--- config.mk ---
export PLATFORM = sky130hd
export DESIGN_NAME = sr_range_counter
export DESIGN_NICKNAME = d
export VERILOG_FILES = /design/src/rtl/sr_range_counter.sv
export SDC_FILE = /design/constraint.sdc
export NUM_CORES = 1
export LEC_CHECK = 0
export ABC_AREA = 0
export CAP_MARGIN = 20
export CORE_ASPECT_RATIO = 1.4
export CORE_MARGIN = 2
export CORE_UTILIZATION = 50
export CTS_CLUSTER_SIZE = 12
export DETAILED_ROUTE_END_ITERATION = 16
export DONT_BUFFER_PORTS = 1
export SLEW_MARGIN = 40
export SYNTH_ARGS = -nofsm -noshare
export SYNTH_HDL_FRONTEND = slang
export SYNTH_SLANG_ARGS = --single-unit
--- constraint.sdc ---
create_clock -name CLK -period 2.4 [get_ports CLK]
set_input_delay 0.48 -clock CLK [delete_from_list [all_inputs] [get_ports CLK]]
set_output_delay 0.48 -clock CLK [all_outputs]
set_load 0.005 [all_outputs]
--- src/rtl/sr_range_counter.sv ---
// sr_range_counter: ultrasonic ranger trigger and echo-width measurement.
// Converts the synchronized echo window width into whole centimetres.
module sr_range_counter #(
    parameter int TRIG_CYCLES  = 10,
    parameter int CYC_PER_CM   = 58,
    parameter int MAX_CM       = 400,
    parameter int WAIT_TIMEOUT = 30000
) (
    input  logic       CLK,
    input  logic       RESET,
    input  logic       START,
    input  logic       MEAS_EN,
    output logic       SR_TRIG,
    output logic [8:0] DIST_CM,
    output logic       DIST_VALID,
    output logic       OUT_OF_RANGE,
    output logic       TIMEOUT,
    output logic       BUSY
);

    localparam int TW = $clog2(TRIG_CYCLES + 1);
    localparam int PW = $clog2(CYC_PER_CM + 1);
    localparam int CW = $clog2(MAX_CM + 1);
    localparam int WW = $clog2(WAIT_TIMEOUT + 1);

    localparam logic [TW-1:0] TRIG_LAST  = TW'(TRIG_CYCLES - 1);
    localparam logic [PW-1:0] PRESC_LAST = PW'(CYC_PER_CM - 1);
    localparam logic [CW-1:0] CM_MAX     = CW'(MAX_CM);
    localparam logic [WW-1:0] WAIT_LAST  = WW'(WAIT_TIMEOUT - 1);

    typedef enum logic [2:0] {
        S_IDLE,
        S_TRIG,
        S_WAIT,
        S_COUNT,
        S_DONE
    } state_t;

    state_t          state;
    logic            meas_s1;
    logic            meas_s2;
    logic            meas_d;
    logic [TW-1:0]   trig_cnt;
    logic [WW-1:0]   wait_cnt;
    logic [PW-1:0]   presc;
    logic [CW-1:0]   cm;
    logic            ovf;

    logic            rise;
    logic            fall;
    logic            wrap;
    logic [PW-1:0]   presc_nx;
    logic [CW-1:0]   cm_nx;
    logic            ovf_nx;

    assign rise = meas_s2 & ~meas_d;
    assign fall = ~meas_s2 & meas_d;
    assign BUSY = (state != S_IDLE);

    always_comb begin
        wrap     = (presc == PRESC_LAST);
        presc_nx = wrap ? '0 : presc + PW'(1);
        cm_nx    = cm;
        ovf_nx   = ovf;
        if (wrap) begin
            if (cm == CM_MAX) begin
                ovf_nx = 1'b1;
            end else begin
                cm_nx = cm + CW'(1);
            end
        end
    end

    // The rising-edge cycle is spent in WAIT, so the falling-edge cycle
    // still ticks the prescaler; ticks then equal synchronized-high cycles.
    always_ff @(posedge CLK or posedge RESET) begin
        if (RESET) begin
            state        <= S_IDLE;
            meas_s1      <= 1'b0;
            meas_s2      <= 1'b0;
            meas_d       <= 1'b0;
            trig_cnt     <= '0;
            wait_cnt     <= '0;
            presc        <= '0;
            cm           <= '0;
            ovf          <= 1'b0;
            SR_TRIG      <= 1'b0;
            DIST_CM      <= '0;
            DIST_VALID   <= 1'b0;
            OUT_OF_RANGE <= 1'b0;
            TIMEOUT      <= 1'b0;
        end else begin
            meas_s1 <= MEAS_EN;
            meas_s2 <= meas_s1;
            meas_d  <= meas_s2;
            unique case (state)
                S_IDLE: begin
                    if (START) begin
                        state    <= S_TRIG;
                        SR_TRIG  <= 1'b1;
                        trig_cnt <= '0;
                        TIMEOUT  <= 1'b0;
                    end
                end
                S_TRIG: begin
                    if (trig_cnt == TRIG_LAST) begin
                        state    <= S_WAIT;
                        SR_TRIG  <= 1'b0;
                        wait_cnt <= '0;
                    end else begin
                        trig_cnt <= trig_cnt + TW'(1);
                    end
                end
                S_WAIT: begin
                    if (rise) begin
                        state <= S_COUNT;
                        presc <= '0;
                        cm    <= '0;
                        ovf   <= 1'b0;
                    end else if (wait_cnt == WAIT_LAST) begin
                        state   <= S_IDLE;
                        TIMEOUT <= 1'b1;
                    end else begin
                        wait_cnt <= wait_cnt + WW'(1);
                    end
                end
                S_COUNT: begin
                    presc <= presc_nx;
                    cm    <= cm_nx;
                    ovf   <= ovf_nx;
                    if (fall) begin
                        state        <= S_DONE;
                        DIST_CM      <= 9'(cm_nx);
                        OUT_OF_RANGE <= ovf_nx;
                        DIST_VALID   <= 1'b1;
                    end
                end
                S_DONE: begin
                    DIST_VALID <= 1'b0;
                    state      <= S_IDLE;
                end
                default: begin
                    state <= S_IDLE;
                end
            endcase
        end
    end

endmodule

Yosys cells after proc, flatten, opt, wreduce, memory -nomap -nowiden
Cells that the tools add are included.
W data, S select, Z words.
{ "totals": {"output_inout_bits": 14, "ramBits": 0, "n_memories": 0, "in_bits": 4, "latch_bits": 0, "mem_bits_ro": 0, "ff_bits": 54} }
{ "op_classes": {"bitwise_logic": 4, "mux": 33, "n_reduce_logical": 15, "shifts": 0, "eq_ne": 17, "div": 0, "multipliers": 0, "n_lt_le_gt_ge": 0, "n_addsub": 4} }
{ "op_table": {"columns": ["operator", "n"], "rows": [
  ["$mux W15", 3],
  ["$pmux W15 S2", 1],
  ["$mux W9", 3],
  ["$pmux W9 S2", 1],
  ["$ne A2 B2 Y1 const B", 8],
  ["$add A15 B1 Y15 const B", 1],
  ["$eq A15 B15 Y1 const B", 1],
  ["$mux W3", 5],
  ["$mux W6", 2],
  ["$pmux W3 S4", 1],
  ["$pmux W6 S2", 1],
  ["$reduce_and A4 Y1", 3],
  ["$reduce_bool A2 Y1", 5],
  ["$add A9 B1 Y9 const B", 1],
  ["$eq A9 B9 Y1 const B", 1],
  ["$mux W1", 9],
  ["$mux W4", 2],
  ["$pmux W1 S2", 4],
  ["$pmux W4 S2", 1],
  ["$add A6 B1 Y6 const B", 1],
  ["$eq A3 B2 Y1 const B", 2],
  ["$eq A6 B6 Y1 const B", 1],
  ["$reduce_and A2 Y1", 3],
  ["$reduce_and A3 Y1", 2],
  ["9 further kinds", 11]
]} }

Longest topological paths before layout
Gate-level depths: netlist (run 1).
{ "depth": {"ltp_word": 4, "ltp_mapped": 8, "ltp_nobuf": 6} }

Worst setup path after synthesis (run 1)
No wires, ideal clock.
{ "synth_timing": {"kind": "register -> register", "start": "register state[2]", "end": "register wait_cnt[6]", "slack_ps": 614, "stages_incl_launch_ff": 7, "arrival_time_ps": 1708, "required_time_ps": 2322, "path_cell_list": "dfrtp_1 -> buf_6 -> nor3b_4 -> a22oi_4 -> buf_6 -> or4_1 -> a21oi_1"} }
{ "synth_via": {"elab_chain_len": 3, "elab_cells_between_ends": 8, "classes_between": "5 x eq/ne; 1 x mux; 2 x reduce/logical"} }
{ "synth_rtl": {"columns": ["item", "line", "rtl"], "rows": [
  ["start, declared", "39", "state_t state;"],
  ["start signal, assigned", "78", "state <= S_IDLE;"],
  ["start signal, assigned", "99", "state <= S_TRIG;"],
  ["start signal, assigned", "107", "state <= S_WAIT;"],
  ["$eq A3 B2 Y1 or $eq A3 B1 Y1 (tied branches)", "96", "unique case (state)"],
  ["$ne A2 B2 Y1 (no line) or $reduce_bool A2 Y1 (tied branches)", null, null],
  ["$reduce_and A4 Y1 (no line)", null, null],
  ["end signal, assigned", "124", "wait_cnt <= wait_cnt + WW'(1);"],
  ["end, declared", "44", "logic [WW-1:0] wait_cnt;"]
]} }
Several ways; a longest one is shown, not always the timed one.
A chain may end at the register's enable or synchronous reset.

Worst setup path in the final report (run 1)
{ "layout_timing": {"start": "register presc[1]", "end": "register DIST_CM[7]"} }
{ "layout_via": {"elab_chain_len": 2} }
{ "layout_rtl": {"columns": ["item", "line", "rtl"], "rows": [
  ["start, declared", "45", "logic [PW-1:0] presc;"],
  ["start signal, assigned", "128", "presc <= presc_nx;"],
  ["$eq A6 B6 Y1", "61", "wrap = (presc == PRESC_LAST);"],
  ["$mux W9", "65", "if (wrap) begin"],
  ["end signal, assigned", "133", "DIST_CM <= 9'(cm_nx);"],
  ["end, declared", "14", "output logic [8:0] DIST_CM,"]
]} }
Every way passes these cells.

==> metrics.yaml, run 1 <==
avgSynthCellArea_sq_um: 9.677
worst_slew_pin_slew_ns: 0.5757
diodes: 0
status: "finished clean"
io_pins: 18
hold_viol_final: 0
insertion_delay_ns: 0.31
ys_ff_latch: 54
cts_resized: 0
swShare_pct: 34.74
drtPass1Iterations: 4
clockBufferDepth: 2
worstPathMaxFanout: 11
dieArea_sq_um: 6543
ir_drop_mv: 0.3513
rsz0062_at_grt: "false"
drive_above_1_share_pct: 10.06
place_congestion: 0.7832
power_w: 0.002311
crit_path_cell_trace: "inv_1, ha_1, nand4_1, or3_1, or3_1, a31oi_1"
grt_overflow: 0
place_ws_ns: 0.2522
placed_area_sq_um: 3030
holdBufCountCts: 0
cts_setup_buffers: 0
detail-route-antenna-nets: 0
htree_num_levels: 2
ys.flop_type: "dfrtp_1"
synth_top_area_share_pct: 45.78
drt_iter0_markers: 88
syn_to_final_growth_pct: 5.765
multi_input_area_sq_um: 1464
final-seq-area_sq_um: 1351
chipWidth_microns: 68.94
cts_sinks: 54
netlist_top_cells_count: "dfrtp_1, nand2_1, o21ai_0"
die_height_microns: 94.91
period_share_pct: 89.89
route.vias.total: 2265
synthDistinctLibCells: 57
cp.required_ns: 2.63
fin_crit_ns: 2.157
synth_largest_area_cell: "dfrtp_1"
critPathKind: "register to register"
pwr-share-clk_pct: 22.8
fillers: 549
synth.most_common_cell: "dfrtp_1"
ys_warn_count: 0
async_flop_share_pct: 100.0
relSlewSlack_pct: 61.08
comb_power_share_pct: 27.6
cts_tree: "yes"
p_int_w: 0.001508
finalSetupViolCount: 0
finalInstanceArea_sq_um: 3122
via_per_inst: 5.992
dp_hpwl_microns: 4665
drt-total-wl_microns: 6322
power_density_nw_per_um2: 740.2
wl_per_cell_microns: 16.72
start_kind: "register"
clk_pin_slew_ns: 0.10
seqPwrFrac_pct: 49.5
path_common_cell: "or3_1"
max_freq_ghz: 0.4635
synth_cells: 305
p_switching_w: 0.0008028
slew_viol_final: 0
path_buf_inv: 1
clock-root-buffer: "clkbuf_8"
hold_class: "primary input to async pin"
synth-edff-count: 0
ys_seq_area_share_pct: 45.78
leakage_nw: 1.300
clock_skew_ns: 0.008456
final.setup.worst_slack_ns: 0.2426
port-buffer-count: 0
final_util_pct: 54.00
grt_pass1_vias: 2154
slowest_delay_ns: 0.55
track_usage_pct: 21.72
synth_area_leaders: "dfrtp_1, o21ai_0, nand2_1"
antenna_found_initial: 0
finalNetCount: 318
grt_max_degree: 25
row_count: 33
grt_pass1_wl_microns: 10650
cp_slowest_cell: "or3_1"
drv_cap: 0
arrival_ns: 2.38
end_kind: "register"
core_sq_um: 5781
initial_core_util_pct: 51.06
cts_buffers: 5
syn_area_sq_um: 2952
fin_tns_setup_ns: 0
drc_errors: 0
syn_nets: 316
path_delay_family: "simple AND/OR/NAND/NOR gates"
## through the flow
step / std cells / hold WS, ns
finish: 378 / 0.007020
global route: 378 / 0.01491
CTS: 378 / 0.01253
detailed placement: 370 / 0.3491
global placement: 370 / 0.3354
floorplan: 305 / 0.3312
## power by group through the flow
stage	clock network, W	logic [W]	registers, W
2_1_floorplan	0	0.000574	0.00109
3_3_place_gp	0	0.000633	0.00116
3_5_place_dp	0	0.000643	0.00116
4_1_cts	0.000550	0.000649	0.00114
5_1_grt	0.000585	0.000729	0.00117
6_report	0.000527	0.000639	0.00114
## worst register-to-register path, cell delays in order (launching register included)
cell and delay [ns]:
dfrtp_1 0.41, inv_1 0.08, ha_1 0.14, nand4_1 0.37, or3_1 0.55, or3_1 0.36, a31oi_1 0.18
## registers in the layout, summed over array words and instances (netlist names)
| register | count |
|---|---|
| state | 3 |
| presc | 6 |
| meas_s1 | 1 |
| DIST_VALID | 1 |
| TIMEOUT | 1 |
| meas_s2 | 1 |
| wait_cnt | 15 |
| meas_d | 1 |
| SR_TRIG | 1 |
| DIST_CM | 9 |
| OUT_OF_RANGE | 1 |
| trig_cnt | 4 |
| ovf | 1 |
| cm | 9 |
## path summary, 6_finish.rpt
path                            cells past startpoint           to  slack (ns)     start
worst min register to register                      0      meas_s2        0.37   meas_s1
worst max-delay path                                6   DIST_CM[7]        0.24  presc[1]
min in group CLK                                    0      meas_s1        0.19   MEAS_EN
worst max register to register                      6   DIST_CM[7]        0.24  presc[1]
max in group asynchronous                           2       meas_d        1.79     RESET
worst min-delay path                                1  wait_cnt[9]       0.007     RESET
## logic make-up (layout without fill, tap and decap cells)
group | count (synthesis) | count (layout) | share of synthesized area [%]
AO/OA/AOI/OAI | 83 | 83 | 18.10
XOR/XNOR | 9 | 9 | 2.670
adder cells (fa/ha/maj) | 7 | 7 | 2.967
buffers and inverters | 28 | 31 | 4.620
flip-flops | 54 | 54 | 45.78
multiplexers | 6 | 6 | 2.077
AND/OR/NAND/NOR | 118 | 118 | 23.78
## layer usage
metal	GRT usage (%)	up-vias	wire, microns
li1	-	1125	-
met1	26.72	1100	2740
met2	36.78	28	3293
met3	3.933	12	148
met4	8.660	0	140
met5	0	-	0
## layout make-up
type | instances | area share [%]
multi-input combinational | 223 | 46.89
sequential | 54 | 43.29
tap | 70 | 2.806
clock buffer | 7 | 2.766
timing repair buffer | 11 | 2.645
inverter | 12 | 1.443
clock inverter | 1 | 0.1603
## cell usage in the layout (no fill, tap or decap), drive strengths merged, types with 4 or more instances in the layout
master and count:
dfrtp 54, nand2 30, o21ai 26, a21oi 18, nor2 17, inv 12
nand3 11, buf 11, o31ai 9, or4 9, a31oi 8, nand2b 7
ha 7, clkbuf 7, nand4 6, mux2i 5, a211oi 5, xnor2 5
or3 4, xor2 4
No activity file was read; power rests on OpenSTA's default activity.
==> inputs of run 2 (changes only) <==
- clock period: 2.4 -> 2.7 ns (I/O delays scaled with it)
==> run 2 against run 1 <==
Combinational power is 12% lower. Largest cell class unchanged. Global-route usage is 0.21 points lower. Clock skew is 0.0013 ns lower. Non-clock buffer count is 2 lower. Sequential share of layout area is 0.21 points higher. Register-to-register slack better by 0.33 ns. Core utilization is 0.26 points lower. First-iteration DRC count is 24% higher. Cell count is 0.53% lower.
==> metrics.yaml, run 2 (synthesis gave the netlist of run 1 again) <==
rsz0062_at_grt: "false"
multi_input_area_sq_um: 1464
reg2reg_depth: 6
most-common-layout-cells: "dfrtp_1, nand2_1, o21ai_0, a21oi_1, nor2_1"
cts_tree: "yes"
wl_per_cell_microns: 16.76
finalNetCount: 316
whs_ns: 0.2087
crit_path_cell_trace: "inv_1, ha_1, nand4_1, nor4b_1, o21ai_0, a22o_1"
drt-total-wl_microns: 6302
hold_viol_final: 0
cts_sinks: 54
relSlewSlack_pct: 54.01
grt_max_degree: 33
diodes: 0
drv_cap: 0
slowest_delay_ns: 0.70
grt_overflow: 0
cp.required_ns: 2.89
syn_to_final_growth_pct: 5.256
grt_pass1_wl_microns: 10370
grt_pass1_vias: 2123
power_w: 0.002041
clk_pin_slew_ns: 0.10
initial_core_util_pct: 51.06
die_height_microns: 94.91
regMostFlops: "wait_cnt"
start_kind: "register"
htree_num_levels: 2
path_buf_inv: 1
worst_slew_pin_slew_ns: 0.6888
drive_above_1_share_pct: 9.477
fillers: 541
route.vias.total: 2253
largest_reg_flops: 15
dieArea_sq_um: 6543
via_per_inst: 5.992
clockBufferDepth: 2
final_common_cell: "dfrtp_1"
hold_class: "primary input to async pin"
slew_viol_final: 0
worstReg2RegStart: "presc[1]"
clock_skew_ns: 0.007154
cts_resized: 0
r2r-end: "cm[3]"
path_delay_family: "simple AND/OR/NAND/NOR gates"
max_freq_ghz: 0.4707
chipWidth_microns: 68.94
drt_iter0_markers: 109
reg.largest.list: "wait_cnt: 15 flops, DIST_CM: 9 flops, cm: 9 flops"
drtPass1Iterations: 4
drc_errors: 0
power_density_nw_per_um2: 656.8
holdBufCountCts: 0
fin_crit_ns: 2.125
core_sq_um: 5781
r2r_slack_ns: 0.58
port-buffer-count: 0
antenna_found_initial: 0
place_congestion: 0.8086
cts_setup_buffers: 0
arrival_ns: 2.32
insertion_delay_ns: 0.30
period_share_pct: 78.69
status: "finished clean"
cts_buffers: 5
critPathKind: "register to register"
clock-root-buffer: "clkbuf_8"
leakage_nw: 1.291
dp_hpwl_microns: 4508
io_pins: 18
track_usage_pct: 21.51
worstPathMaxFanout: 11
final-seq-area_sq_um: 1351
end_kind: "register"
detail-route-antenna-nets: 0
fin_tns_setup_ns: 0
row_count: 33
finalSetupViolCount: 0
ir_drop_mv: 0.3524
cp_slowest_cell: "nor4b_1"
==> run 2: cell types whose count changed in the layout (fill, tap and decap cells not counted), sizes merged <==
cell / previous run / this run
buf: 11 / 9
==> run 2: worst max-delay path by stage <==
stage | slack, ns | depth (start not counted) | to | start
after floorplan | 0.85 | 1 | DIST_CM[0] | RESET
after global placement | 0.69 | 6 | DIST_CM[7] | presc[1]
after detailed placement | 0.64 | 6 | cm[3] | presc[1]
after CTS | 0.61 | 6 | cm[3] | presc[1]
after global routing | 0.28 | 6 | cm[3] | presc[1]
final | 0.58 | 6 | cm[3] | presc[1]
==> run 2: area by class of cell <==
cell class              count  share of cell area (%)
clock buffers               7                   2.779
repair buffers              9                   2.175
well taps                  70                   2.819
inverters                  12                   1.450
flip-flops and latches     54                   43.50
clock inverters             1                  0.1611
multi-input cells         223                   47.12
==> run 2: metrics by stage <==
step	worst slack (ns)	area, sq um	util [%]	cells
finish	0.5754	3107	53.74	376
global route	0.2830	3107	53.74	376
CTS	0.6103	3107	53.74	376
detailed placement	0.6377	3015	52.16	368
global placement	0.6914	3015	52.16	368
floorplan	0.8454	2952	-	305
==> run 2: power by group <==
| group | switching [W] | internal [W] | leakage (nW) |
|---|---|---|---|
| Clock | 0.000254 | 0.000208 | 0.0482 |
| Sequential | 0.000126 | 0.000893 | 0.725 |
| Combinational | 0.000326 | 0.000234 | 0.518 |
==> run 2: worst register-to-register path: stages, from the launching register on <==
cell,delay (ns)
dfrtp_1,0.40
inv_1,0.08
ha_1,0.14
nand4_1,0.35
nor4b_1,0.70
o21ai_0,0.15
a22o_1,0.20
==> run 2: layer usage <==
layer  GRT usage [%]  part of all wire, %
met1           25.38                   43
met2           37.02                   52
met5               0                    0
met3           4.887                  3.0
met4           8.333                  1.9
==> inputs of run 3 (changes only) <==
- clock period: 2.7 -> 2.2 ns (I/O delays scaled with it)
==> run 3 against run 2 <==
Fmax rose by 6.7%. Non-clock buffer count is 3 higher. Die area did not move. Via count grew 0.75%. Highest routed layer unchanged.
==> metrics.yaml, run 3 (synthesis gave the netlist of run 1 again) <==
dieArea_sq_um: 6543
power_w: 0.002596
wl_met2_microns: 3233
drive_above_1_share_pct: 10.36
cp.required_ns: 2.43
row_count: 33
place_ws_ns: 0.1471
end_kind: "register"
dp_cells: 371
r2r_slack_ns: 0.21
holdBufCountCts: 0
antenna_found_initial: 0
regMostFlops: "wait_cnt"
drt-total-wl_microns: 6150
hold_depth: 0
place_congestion: 0.8093
syn_to_final_growth_pct: 6.782
via_per_inst: 5.989
reg.largest.list: "wait_cnt: 15 flops, DIST_CM: 9 flops, cm: 9 flops"
largest_reg_flops: 15
cts_resized: 0
ir_drop_mv: 0.4321
wl_per_cell_microns: 16.23
clock-root-buffer: "clkbuf_8"
route.met3.wl_microns: 154
most-common-layout-cells: "dfrtp_1, nand2_1, o21ai_0, a21oi_1, nor2_1"
track_usage_pct: 20.96
finalSetupViolCount: 0
grt_pass1_vias: 2187
wl_met1_microns: 2644
period_share_pct: 90.53
final.setup.worst_slack_ns: 0.2084
min_to: "meas_s1"
cts_sinks: 54
worstPathMaxFanout: 24
clk_pin_slew_ns: 0.09
cts_buffers: 5
reg2reg_depth: 4
critPathKind: "register to register"
drt_iter0_markers: 134
power_density_nw_per_um2: 823.8
final_common_cell: "dfrtp_1"
drv_cap: 0
initial_core_util_pct: 51.06
start_kind: "register"
clockBufferDepth: 2
detail-route-antenna-nets: 0
chipWidth_microns: 68.94
worst_slew_pin_slew_ns: 0.6997
grt_pass1_wl_microns: 10270
arrival_ns: 2.22
hold_class: "primary input to register"
grt_overflow: 0
worstReg2RegStart: "state[0]"
r2r-end: "wait_cnt[12]"
io_pins: 18
leakage_nw: 1.310
htree_num_levels: 2
cts_tree: "yes"
rsz0062_at_grt: "false"
hold_viol_final: 0
core_sq_um: 5781
insertion_delay_ns: 0.30
route.vias.total: 2270
clock_skew_ns: 0.005227
relSlewSlack_pct: 53.36
status: "finished clean"
fin_crit_ns: 1.992
fin_tns_setup_ns: 0
dp_hpwl_microns: 4381
fin_cells: 379
drc_errors: 0
max_freq_ghz: 0.5021
drtPass1Iterations: 4
cts_setup_buffers: 0
port-buffer-count: 0
slew_viol_final: 0
die_height_microns: 94.91
diodes: 0
grt_max_degree: 55
finalNetCount: 319
dr.max_layer_used: "met4"
hold_path.startpoint: "MEAS_EN"
-- run 3: changes by cell type in the layout (fill, tap and decap cells not counted), sizes merged --
cell,previous run,this run
bufinv,0,1
clkinv,1,0
buf,9,12
-- run 3: where the power goes --
| part | total (W) | switching, W | leakage [nW] | internal (W) |
|---|---|---|---|---|
| clock | 0.000657 | 0.000316 | 0.0524 | 0.000341 |
| sequential | 0.00125 | 0.000154 | 0.725 | 0.00110 |
| combinational | 0.000690 | 0.000397 | 0.533 | 0.000293 |
-- run 3: per-stage QoR --
step                area (sq um)  hold slack [ns]  util, %
detailed placement          3038           0.3347    52.55
global placement            3038           0.3335    52.55
global route                3152           0.1395    54.52
finish                      3152           0.1599    54.52
CTS                         3144           0.1442    54.39
floorplan                   2952           0.3312        -
-- run 3: worst max-delay path by stage --
stage / start / slack (ns) / depth (start not counted) / end
global route: presc[1] / 0.03 / 7 / cm[8]
floorplan: state[2] / 0.41 / 6 / wait_cnt[6]
global placement: presc[1] / 0.15 / 7 / cm[8]
detailed placement: presc[1] / 0.15 / 7 / cm[8]
CTS: presc[1] / 0.13 / 7 / cm[8]
finish: state[0] / 0.21 / 4 / wait_cnt[12]
-- run 3: layout make-up --
cell class                 count  area, sq um
multi-input combinational    223         1471
fill                         532         2629
tap                           70        87.58
timing repair buffer          12        90.09
sequential                    54         1351
clock buffer                   7        76.32
inverter                      12        45.04
clock inverter                 1        30.03
-- run 3: per-layer routing --
metal / vias to the layer above / global-route usage, %
li1: 1122 / -
met1: 1113 / 24.56
met2: 25 / 36.94
met3: 10 / 3.933
met4: 0 / 7.843
met5: - / 0
-- run 3: critical path, stage by stage, from the launching register on --
cell and delay (ns):
dfrtp_1 0.56, nor3b_4 0.40, a22oi_4 0.25, or4_1 0.54, a21oi_1 0.16
